[src/rtl/fc_input_feeder_pkg.sv]
// fc_input_feeder_pkg: shared types and default sizes for the CNN-to-FC input feeder
// Contents: default geometry, watchdog limit, timeout class code, word type and FSM state type.
// Optional feature macro: FC_FEEDER_TIMEOUT_EN (consumes TIMEOUT_CYCLES).
package fc_input_feeder_pkg;
  localparam int DEF_INPUT_SIZE = 120;
  localparam int DEF_WORD_SIZE = 16;
  localparam int DEF_CNT_WIDTH = 7;
  localparam int TIMEOUT_CYCLES = 4096;
  localparam logic [3:0] CLASS_TIMEOUT = 4'hF;
  typedef logic [DEF_WORD_SIZE-1:0] fc_word_t;
  typedef enum logic [2:0] {FILL, ARM, WAIT, CAPT, RESULT} fc_feed_state_t;
endpackage

[src/rtl/fc_input_feeder_if.sv]
// fc_input_feeder_if: feature stream, FC start/done handshake and result port bundle
// master: the feeder (drives in_ready, FC_inputs, CNN_ready, result_*, frame_err, busy)
// slave:  the environment (drives in_valid/in_data/in_last, FC_output, done, result_ready)
interface fc_input_feeder_if
  import fc_input_feeder_pkg::*;
#(
  parameter int FC_INPUT_SIZE = DEF_INPUT_SIZE,
  parameter int WORD_SIZE = DEF_WORD_SIZE
);
  logic in_valid;
  logic [WORD_SIZE-1:0] in_data;
  logic in_last;
  logic in_ready;
  logic [0:FC_INPUT_SIZE-1][WORD_SIZE-1:0] FC_inputs;
  logic CNN_ready;
  logic [3:0] FC_output;
  logic done;
  logic result_valid;
  logic [3:0] result_class;
  logic result_ready;
  logic frame_err;
  logic busy;
  modport master (
    input in_valid, in_data, in_last, FC_output, done, result_ready,
    output in_ready, FC_inputs, CNN_ready, result_valid, result_class, frame_err, busy
  );
  modport slave (
    output in_valid, in_data, in_last, FC_output, done, result_ready,
    input in_ready, FC_inputs, CNN_ready, result_valid, result_class, frame_err, busy
  );
endinterface

[src/rtl/fc_input_feeder_frame_buffer.sv]
// fc_frame_buffer: feature-vector register array with single write port and full packed read-out
// Ports: clk, rst_n (async active-low), clr_i (sync clear-all), we_i/waddr_i/wdata_i (write),
//        rdata_o (whole array, entry 0 leftmost).
module fc_frame_buffer
  import fc_input_feeder_pkg::*;
#(
  parameter int DEPTH = DEF_INPUT_SIZE,
  parameter int WIDTH = DEF_WORD_SIZE,
  parameter int AW = DEF_CNT_WIDTH
) (
  input  logic clk,
  input  logic rst_n,
  input  logic clr_i,
  input  logic we_i,
  input  logic [AW-1:0] waddr_i,
  input  logic [WIDTH-1:0] wdata_i,
  output logic [0:DEPTH-1][WIDTH-1:0] rdata_o
);
  logic [0:DEPTH-1][WIDTH-1:0] mem_q;
  always_ff @(posedge clk or negedge rst_n)
    if (!rst_n) mem_q <= '0;
    else if (clr_i) mem_q <= '0;
    else if (we_i) mem_q[waddr_i] <= wdata_i;
  assign rdata_o = mem_q;
endmodule

[src/rtl/fc_input_feeder.sv]
// fc_input_feeder: gathers a CNN feature frame, starts the FC block and returns its class index
// Ports: clk, rst (async active-low), bus (fc_input_feeder_if.master: feature stream in,
//        FC_inputs/CNN_ready/FC_output/done to the FC block, result valid/ready out, frame_err, busy).
// Optional feature macro: FC_FEEDER_TIMEOUT_EN adds a WAIT watchdog that forces class 4'hF.
module fc_input_feeder
  import fc_input_feeder_pkg::*;
#(
  parameter int FC_INPUT_SIZE = DEF_INPUT_SIZE,
  parameter int WORD_SIZE = DEF_WORD_SIZE,
  parameter int CNT_WIDTH = DEF_CNT_WIDTH
) (
  input logic clk,
  input logic rst,
  fc_input_feeder_if.master bus
);
  localparam logic [CNT_WIDTH-1:0] LAST_IDX = CNT_WIDTH'(FC_INPUT_SIZE - 1);
  fc_feed_state_t state_q, state_d;
  logic [CNT_WIDTH-1:0] count_q, count_d;
  logic [3:0] class_q, class_d;
  logic in_ready_q, done_q, frame_err_q, frame_err_d;
  logic accept, at_last, done_rise, clr, to_hit, to_q;
  assign accept = bus.in_valid & in_ready_q;
  assign at_last = count_q == LAST_IDX;
  // done_q tracks done every cycle, so a level already high at ARM never looks like an edge in WAIT
  assign done_rise = bus.done & ~done_q;
`ifdef FC_FEEDER_TIMEOUT_EN
  localparam int WDW = $clog2(TIMEOUT_CYCLES + 1);
  logic [WDW-1:0] wd_q;
  logic timeout_q;
  logic [4:0] status;
  assign to_hit = (state_q == WAIT) && !done_rise && (wd_q == WDW'(TIMEOUT_CYCLES - 1));
  assign status = {timeout_q, frame_err_q, state_q};
  // to_q marks that the pending capture comes from the watchdog rather than the FC block
  always_ff @(posedge clk or negedge rst)
    if (!rst) begin
      wd_q <= '0;
      to_q <= 1'b0;
      timeout_q <= 1'b0;
    end else begin
      wd_q <= (state_q == WAIT) ? wd_q + 1'b1 : '0;
      to_q <= to_hit | (to_q & (state_q != RESULT));
      timeout_q <= timeout_q | to_hit;
    end
`else
  assign to_hit = 1'b0;
  assign to_q = 1'b0;
`endif
  always_comb begin
    state_d = state_q;
    count_d = count_q;
    class_d = class_q;
    frame_err_d = frame_err_q;
    clr = 1'b0;
    case (state_q)
      FILL: if (accept) begin
        count_d = at_last ? count_q : count_q + 1'b1;
        if (bus.in_last | at_last) begin
          state_d = ARM;
          frame_err_d = frame_err_q | (bus.in_last ^ at_last);
        end
      end
      ARM: state_d = WAIT;
      WAIT: state_d = (done_rise | to_hit) ? CAPT : WAIT;
      CAPT: begin
        class_d = to_q ? CLASS_TIMEOUT : bus.FC_output;
        state_d = RESULT;
      end
      RESULT: if (bus.result_ready) begin
        clr = 1'b1;
        count_d = '0;
        state_d = FILL;
      end
      default: state_d = FILL;
    endcase
  end
  always_ff @(posedge clk or negedge rst)
    if (!rst) begin
      state_q <= FILL;
      count_q <= '0;
      class_q <= '0;
      in_ready_q <= 1'b0;
      done_q <= 1'b0;
      frame_err_q <= 1'b0;
    end else begin
      state_q <= state_d;
      count_q <= count_d;
      class_q <= class_d;
      in_ready_q <= state_d == FILL;
      done_q <= bus.done;
      frame_err_q <= frame_err_d;
    end
  // Short frames need no explicit zero-fill: the buffer is cleared on every result hand-off
  fc_frame_buffer #(.DEPTH(FC_INPUT_SIZE), .WIDTH(WORD_SIZE), .AW(CNT_WIDTH)) u_buf (
    .clk(clk),
    .rst_n(rst),
    .clr_i(clr),
    .we_i(accept),
    .waddr_i(count_q),
    .wdata_i(bus.in_data),
    .rdata_o(bus.FC_inputs)
  );
  assign bus.in_ready = in_ready_q;
  assign bus.CNN_ready = state_q == ARM;
  assign bus.busy = state_q != FILL;
  assign bus.result_valid = state_q == RESULT;
  assign bus.result_class = class_q;
  assign bus.frame_err = frame_err_q;
endmodule

[src/flat_wrapper.sv]
// flat-port wrapper written by rule: the top's interface ports become plain ports
module fc_input_feeder_flat import fc_input_feeder_pkg::*;
#(
  parameter int FC_INPUT_SIZE = DEF_INPUT_SIZE,
  parameter int WORD_SIZE = DEF_WORD_SIZE,
  parameter int CNT_WIDTH = DEF_CNT_WIDTH
)
  (clk, rst, bus_in_valid, bus_in_data, bus_in_last, bus_FC_output, bus_done, bus_result_ready, bus_in_ready, bus_FC_inputs, bus_CNN_ready, bus_result_valid, bus_result_class, bus_frame_err, bus_busy);
  fc_input_feeder_if #(.FC_INPUT_SIZE(FC_INPUT_SIZE), .WORD_SIZE(WORD_SIZE)) bus_i ();
  input logic clk;
  input logic rst;
  input wire logic [$bits(bus_i.in_valid)-1:0] bus_in_valid;
  input wire logic [$bits(bus_i.in_data)-1:0] bus_in_data;
  input wire logic [$bits(bus_i.in_last)-1:0] bus_in_last;
  input wire logic [$bits(bus_i.FC_output)-1:0] bus_FC_output;
  input wire logic [$bits(bus_i.done)-1:0] bus_done;
  input wire logic [$bits(bus_i.result_ready)-1:0] bus_result_ready;
  output wire logic [$bits(bus_i.in_ready)-1:0] bus_in_ready;
  output wire logic [$bits(bus_i.FC_inputs)-1:0] bus_FC_inputs;
  output wire logic [$bits(bus_i.CNN_ready)-1:0] bus_CNN_ready;
  output wire logic [$bits(bus_i.result_valid)-1:0] bus_result_valid;
  output wire logic [$bits(bus_i.result_class)-1:0] bus_result_class;
  output wire logic [$bits(bus_i.frame_err)-1:0] bus_frame_err;
  output wire logic [$bits(bus_i.busy)-1:0] bus_busy;
  assign bus_i.in_valid = bus_in_valid;
  assign bus_i.in_data = bus_in_data;
  assign bus_i.in_last = bus_in_last;
  assign bus_i.FC_output = bus_FC_output;
  assign bus_i.done = bus_done;
  assign bus_i.result_ready = bus_result_ready;
  assign bus_in_ready = bus_i.in_ready;
  assign bus_FC_inputs = bus_i.FC_inputs;
  assign bus_CNN_ready = bus_i.CNN_ready;
  assign bus_result_valid = bus_i.result_valid;
  assign bus_result_class = bus_i.result_class;
  assign bus_frame_err = bus_i.frame_err;
  assign bus_busy = bus_i.busy;
  fc_input_feeder #(.FC_INPUT_SIZE(FC_INPUT_SIZE), .WORD_SIZE(WORD_SIZE), .CNT_WIDTH(CNT_WIDTH)) u_core (.clk(clk), .rst(rst), .bus(bus_i));
endmodule
[config.mk]
export PLATFORM = sky130hd
export DESIGN_NAME = fc_input_feeder_flat
export DESIGN_NICKNAME = d
export VERILOG_FILES = /design/src/rtl/fc_input_feeder_pkg.sv /design/src/rtl/fc_input_feeder_if.sv /design/src/rtl/fc_input_feeder_frame_buffer.sv /design/src/rtl/fc_input_feeder.sv /design/src/flat_wrapper.sv
export SDC_FILE = /design/constraint.sdc
export NUM_CORES = 2
export LEC_CHECK = 0
export CORE_AREA = 2 2 761 763
export CTS_CLUSTER_DIAMETER = 120
export DETAILED_ROUTE_END_ITERATION = 16
export DIE_AREA = 0 0 763 765
export GPL_TIMING_DRIVEN = 0
export PLACE_DENSITY = 0.32
export SETUP_SLACK_MARGIN = 0.1
export SYNTH_ARGS = -nofsm -noshare
export SYNTH_HDL_FRONTEND = slang
export SYNTH_HIERARCHICAL = 1
export SYNTH_SLANG_ARGS = --single-unit
[constraint.sdc]
create_clock -name clk -period 2.9 [get_ports clk]
set_input_delay 0.435 -clock clk [delete_from_list [all_inputs] [get_ports clk]]
set_output_delay 0.435 -clock clk [all_outputs]
set_load 0.03 [all_outputs]
=== After elaboration in Yosys (flattened, before gate mapping) ===
Cells that the tools add are included.

* Bits in registers: 1937

* $add $sub $neg: 1
* $lt $le $gt $ge: 2
* Eq/ne operators: 8
* Mux-type cells: 16
* Bitwise gates (word level): 7
* Reductions and logical operators: 8

{| class="wikitable"
|+ Operators by type and width
! kind !! number
|-
| 1920-bit 2-to-1 mux || 2
|-
| 1920-bit bitwise mux || 1
|-
| 16-bit demux with 7-bit select || 1
|-
| 7-bit 2-to-1 mux || 3
|-
| 16-bit 2-to-1 mux || 1
|-
| 3-bit one-hot mux with 5 select lines || 1
|-
| 7-bit one-hot mux with 2 select lines || 1
|-
| 3-bit 2-to-1 mux || 3
|-
| 8-bit greater-or-equal comparator (second input constant) || 1
|-
| 8-bit by 1-bit less-than comparator with 1-bit output (second input constant) || 1
|-
| 7-bit inverter with 8-bit output || 1
|-
| 7-bit by 1-bit adder with 7-bit output (second input constant) || 1
|-
| 7-bit == test (second input constant) || 1
|-
| 3-bit by 2-bit == test with 1-bit output (second input constant) || 2
|-
| 3-bit zero test || 2
|-
| 2-bit != test (second input constant) || 2
|-
| 4-bit AND reduction || 1
|-
| 2-bit nonzero test || 2
|-
| 3-bit by 1-bit == test with 1-bit output (second input constant) || 1
|-
| 3-bit == test (second input constant) || 1
|-
| 1-bit 2-to-1 mux || 3
|-
| 3-bit AND reduction || 1
|-
| 3-bit nonzero test || 1
|-
| 1-bit bitwise AND || 2
|-
| 5 further kinds || 6
|}

=== Logic depth before layout (Yosys ltp) ===
* Depth after elaboration: 8
* Depth in mapped cells: 12
* Depth with buffers taken out: 8

=== By module ===
Netlist, hierarchy kept.

{| class="wikitable"
|+ Modules (own cells, without submodules)
! module !! times used !! cells an instance !! area each (um2)
|-
| fc_frame_buffer || 1 || 6498 || 83781.6
|-
| fc_input_feeder || 1 || 81 || 845.8
|}

=== Worst setup path before layout ===
OpenSTA, ideal clock, no wires.

* Path type: reg-to-reg
* Start: reg u_core.state_q[1]
* End: reg u_core.u_buf.mem_q (netlist bit u_core/u_buf/rdata_o[1009])
* Library setup time: 137 ps
* Arrival: 2319 ps
* Setup slack: 444 ps
* Cell stages (with the launch flop): 13
* Path buffers: 5
* Clock period less this slack: 2456 ps
* Path through: dfrtp_1 > buf_2 > nor2_1 > nand2_1 > inv_1 > nand2_1 > inv_1 > buf_2 > clkbuf_1 > nand2b_1 > clkbuf_1 > buf_1 > mux2i_1

* Cells in the longest elaborated chain, start to end: 3
* Elaborated cells on any way between the ends: 4
* Those cells by class: eq/ne: 1; mux: 2; reduce/logical: 1

{| class="wikitable"
|+ RTL lines
! element !! RTL line !! text
|-
| start, declared || fc_input_feeder.sv:17 || <nowiki>fc_feed_state_t state_q, state_d;</nowiki>
|-
| start signal, assigned || fc_input_feeder.sv:85 || <nowiki>state_q <= state_d;</nowiki>
|-
| 3-bit == test (*) || - ||
|-
| net bus_result_valid || flat_wrapper.sv:21 || <nowiki>output wire logic [$bits(bus_i.result_valid)-1:0] bus_result_valid;</nowiki>
|-
| 1-bit 2-to-1 mux (*) || fc_input_feeder.sv:54 || <nowiki>case (state_q)</nowiki>
|-
| net u_core.clr || fc_input_feeder.sv:21 || <nowiki>logic accept, at_last, done_rise, clr, to_hit, to_q;</nowiki>
|-
| 1920-bit 2-to-1 mux / 2-bit nonzero test (equally long branches) || - ||
|-
| end signal, assigned by index || fc_input_feeder_frame_buffer.sv:23 || <nowiki>else if (we_i) mem_q[waddr_i] <= wdata_i;</nowiki>
|-
| end, declared || fc_input_feeder_frame_buffer.sv:19 || <nowiki>logic [0:DEPTH-1][WIDTH-1:0] mem_q;</nowiki>
|}

The timed path passes the listed nets; every way through them passes the cells marked *.
A chain may end at the register's enable or synchronous reset.

=== Final worst setup path ===
* Start: reg u_core.state_q[1]
* End: reg u_core.u_buf.mem_q (netlist bit u_core/u_buf/rdata_o[901])

* Cells in the longest elaborated chain, start to end: 3
* Elaborated cells on any way between the ends: 4
* Those cells by class: eq/ne: 1; mux: 2; reduce/logical: 1

{| class="wikitable"
|+ RTL lines
! element !! RTL line
|-
| 3-bit == test (*) || fc_input_feeder.sv:54
|-
| 1-bit 2-to-1 mux (*) || fc_input_feeder.sv:54
|-
| net u_core.clr || fc_input_feeder.sv:21
|-
| 1920-bit 2-to-1 mux / 2-bit nonzero test (equally long branches) || -
|}

Marked as above.

==> results by group <==
Pwr
  • Pwr/cell area: 680 mW/mm2
  • Gate power share: 25.2%
  • Sw Pwr: 0.0303 W
  • Seq pwr share: 35.3%
  • Switching part of the total: 34.7%
  • P_leak: 65.4 nW
  • VDD IR max: 0.000374 V
  • Int Power: 0.0570 W
  • Clock power frac: 39.5%

Clock network
  • CTS H-tree depth: 5
  • CTS tree: built
  • Clk_lat worst skew: 0.95 ns
  • # clock sinks: 1937
  • Clk Tree Root Cell: clkbuf_16
  • Clock Tree Buf Depth: 4
  • Num CTS Buffers: 277
  • Clk slew on worst S/H paths: 0.06 ns

Die
  • Core area: 0.576 mm2
  • Initial core utilization: 14.7%
  • I/O Pins: 1955
  • Die ar.: 0.584 mm2
  • Die width: 763 um
  • Die Ht: 765 um
  • # rows: 279

STA
  • Setup Skew: 0.0441 ns
  • Max Slew Vio Count: 0
  • Setup violators final: 0
  • Worst-Margin Slew: 1.17 ns
  • Fmax: 0.364 GHz
  • Period Utilization, post-route: 94.6%
  • Tmin final: 2.74 ns
  • Setup repair after global routing missed its margin: yes
  • Hold Violations, Final: 0
  • TNS Setup: 0 ns
  • Slew headroom: 22.3%

Setup path
  • Slowest Stage Delay on Critical Path: 0.35 ns
  • Critical Path Sink Type: flop
  • Crit path buf inv count: 10
  • Crit path depth: 15
  • Setup crit start kind: flop
  • Crit-path cells: buf_4 > nor2_2 > nand2_2 > inv_2 > nand2_2 > inv_4 > buf_12 > buf_16 > clkbuf_16 > nand2b_1 > clkbuf_8 > buf_16 > clkbuf_16 > buf_12 > mux2i_1
  • Kind of cell adding the most delay to the critical path: buffers and inverters
  • Worst setup path category: flop to flop
  • Register-to-Register Path Depth: 15
  • Req. time, crit path: 3.69 ns
  • Worst path slowest cell: dfrtp_1
  • Crit-path max FO: 8
  • Arr. time, crit path: 3.53 ns

Place
  • Final HPWL DP: 425000 um
  • Port Buffers: 1954
  • Routability cong.: 0.793
  • Placed Instances: 16200

Global routing
  • Initial antenna violation count: 77
  • Aggregate global-route resource usage: 18.5%
  • Grt total ovfl: 0
  • Largest net degree at the start of global routing: 139
  • Vias in the first global route: 66800
  • First-pass GRT wire length: 716000 um

Synthesis
  • Dominant synthesized flop cell: dfrtp_1
  • Asr flop ratio synth: 100%
  • Synth cell types: 46
  • EDFF count, synth: 0
  • Synthesized Nets: 6607
  • Yosys top cell area share: 57.3%
  • Yosys reg bits: 1937
  • Gate Count Post-Synth: 6579
  • Syn_area_per_cell: 12.9 um2
  • Syn Std Cell Area: 0.0846 mm2
  • Yosys Warn Count: 6
  • Post-synthesis sequential area ratio: 57.3%
  • Synth top area cells: dfrtp_1 (57%), mux2i_1 (23%), nand2b_1 (14%)
  • Area leader, netlist: dfrtp_1

Final layout
  • Layout cell share with drive strength beyond 1: 12.9%
  • Nets: 8999
  • Area grow syn2layout: 51.6%
  • Fin cells: 16800
  • Filler instances: 61300

Route
  • DR pass1 iterations: 5
  • # DRC: 0
  • Antenna-violating nets left: 0
  • Vias: 62000
  • Drt total wl: 561000 um
  • Initial drt markers: 3219
  • DR vias/cell: 3.69
  • Routed len/inst: 33.4 um

Run status
  • Status: completed

Job
  • # Max-Cap Violations: 0

Min path
  • Min-delay worst type: primary input to async pin
kinds of logic (layout without fill, tap and decap cells):
family / after synthesis / after routing / synth area share [%]
other: 0 / 35 / 0
AND/OR/NAND/NOR: 2111 / 2111 / 16.2
XOR/XNOR: 1 / 1 / 0.0104
AO/OA/AOI/OAI: 14 / 14 / 0.126
adder cells (fa/ha/maj): 2 / 2 / 0.0296
multiplexers: 1925 / 1925 / 22.8
buffers and inverters: 589 / 3177 / 3.54
flip-flops: 1937 / 1937 / 57.3
per-stage QoR:
step / area [um2] / utilization [%] / power [W] / hold WS, ns / setup WS (ns)
after floorplan: 84600 / - / 0.0402 / 0.139 / 0.444
after global placement: 114000 / 19.7 / 0.0519 / 0.457 / -98.38
after detailed placement: 115000 / 20.0 / 0.0525 / 0.366 / -2.97
after CTS: 127000 / 22.1 / 0.0891 / -0.696 / -0.130
after global routing: 128000 / 22.3 / 0.0909 / 0.0376 / 0.0813
final: 128000 / 22.3 / 0.0873 / 0.0664 / 0.155
final cells by class:
| type | instances | area (um2) | area share [%] |
|---|---|---|---|
| flip-flops and latches | 1937 | 48500 | 37.8 |
| multi-input cells | 4053 | 33500 | 26.1 |
| repair buffers | 2114 | 22800 | 17.8 |
| well taps | 7587 | 9490 | 7.40 |
| clock buffers | 403 | 8100 | 6.32 |
| plain buffers | 579 | 4940 | 3.85 |
| clock inverters | 72 | 890 | 0.694 |
| diodes | 35 | 87.6 | 0.0683 |
| inverters | 9 | 36.3 | 0.0283 |
Yosys cell counts, types with 3 or more instances:
master / n
mux2i_1: 1921
and4b_1: 7
clkbuf_1: 416
nand2_2: 82
buf_6: 61
buf_4: 63
mux2_2: 4
nand2b_1: 1938
nor2_1: 3
buf_12: 3
dfrtp_1: 1937
nand2_8: 23
buf_2: 28
and4bb_2: 9
inv_1: 8
buf_1: 7
o21ai_0: 3
nand2_1: 5
and2_1: 3
nor4b_4: 3
nand3_1: 8
o211ai_1: 3
nand2_4: 14
what timing repair did:
item | in CTS | in global routing
hold endpoints to repair | 311 | 142
hold buffers | 10 | 18
setup buffers | 37 | 9
gates resized for setup | 614 | 109
pin swaps | 2 | 1
setup endpoints to repair | 2691 | 1177
cloned | 21 | 5
worst paths after layout:
kind | start | endpoint | slack [ns]
max | u_core/state_q[1] | u_core/u_buf/rdata_o[901] | 0.16
min | rst | u_core/u_buf/rdata_o[447] | 0.07
max reg2reg | u_core/state_q[1] | u_core/u_buf/rdata_o[901] | 0.16
min reg2reg | u_core/bus.frame_err | u_core/bus.frame_err | 0.48
max in group asynchronous | rst | u_core/u_buf/rdata_o[761] | 0.40
min in group clk | bus_FC_output[3] | u_core/bus.result_class[3] | 0.14
worst reg2reg max path: cells and delay by family (launching register included):
family / cells / cell delay, ns
buffers and inverters: 10 / 1.63
AND/OR/NAND/NOR: 4 / 0.46
multiplexers: 1 / 0.17
flip-flops: 1 / 0.35
routing by layer:
metal  part of all wire [%]  track usage (%)  vias up  wire, um
met4                    3.0             4.64        0     16800
met1                     43             23.4    32700    239000
met2                     46             30.4     2141    260000
met5                      0                0        -         0
met3                    8.2             5.88      498     45900
li1                       -                -    26700         -
registers in the layout, summed over array words and instances (netlist names):
signal                   flops
u_core/bus.in_ready          1
u_core/state_q               3
u_core/count_q               7
u_core/bus.frame_err         1
u_core/bus.result_class      4
u_core/done_q                1
u_core/u_buf/rdata_o      1920
power groups by stage:
| stage | registers [W] | clock network (W) | logic [W] |
|---|---|---|---|
| 2_1_floorplan | 0.0353 | 0 | 0.00490 |
| 3_3_place_gp | 0.0314 | 0 | 0.0205 |
| 3_5_place_dp | 0.0312 | 0 | 0.0213 |
| 4_1_cts | 0.0308 | 0.0358 | 0.0225 |
| 5_1_grt | 0.0311 | 0.0368 | 0.0231 |
| 6_report | 0.0308 | 0.0345 | 0.0220 |
placed cells by master, fill, tap and decap left out, types with 9 or more instances in the layout:
master and count:
clkbuf_1 186, buf_6 65, diode_2 35, buf_16 53, nand2_4 43, clkbuf_8 106, nand2_8 25, clkdlybuf4s50_1 1939
mux2i_1 1921, dfrtp_1 1933, bufbuf_16 10, nand2b_1 1926, clkinv_2 29, clkbuf_16 331, dlygate4sd2_1 9, nand2b_4 9
buf_4 100, buf_2 28, dlygate4sd3_1 13, clkbuf_4 79, nand2_2 53, clkbuf_2 110, buf_12 53, inv_6 10
(Power assumes the default switching activity.)
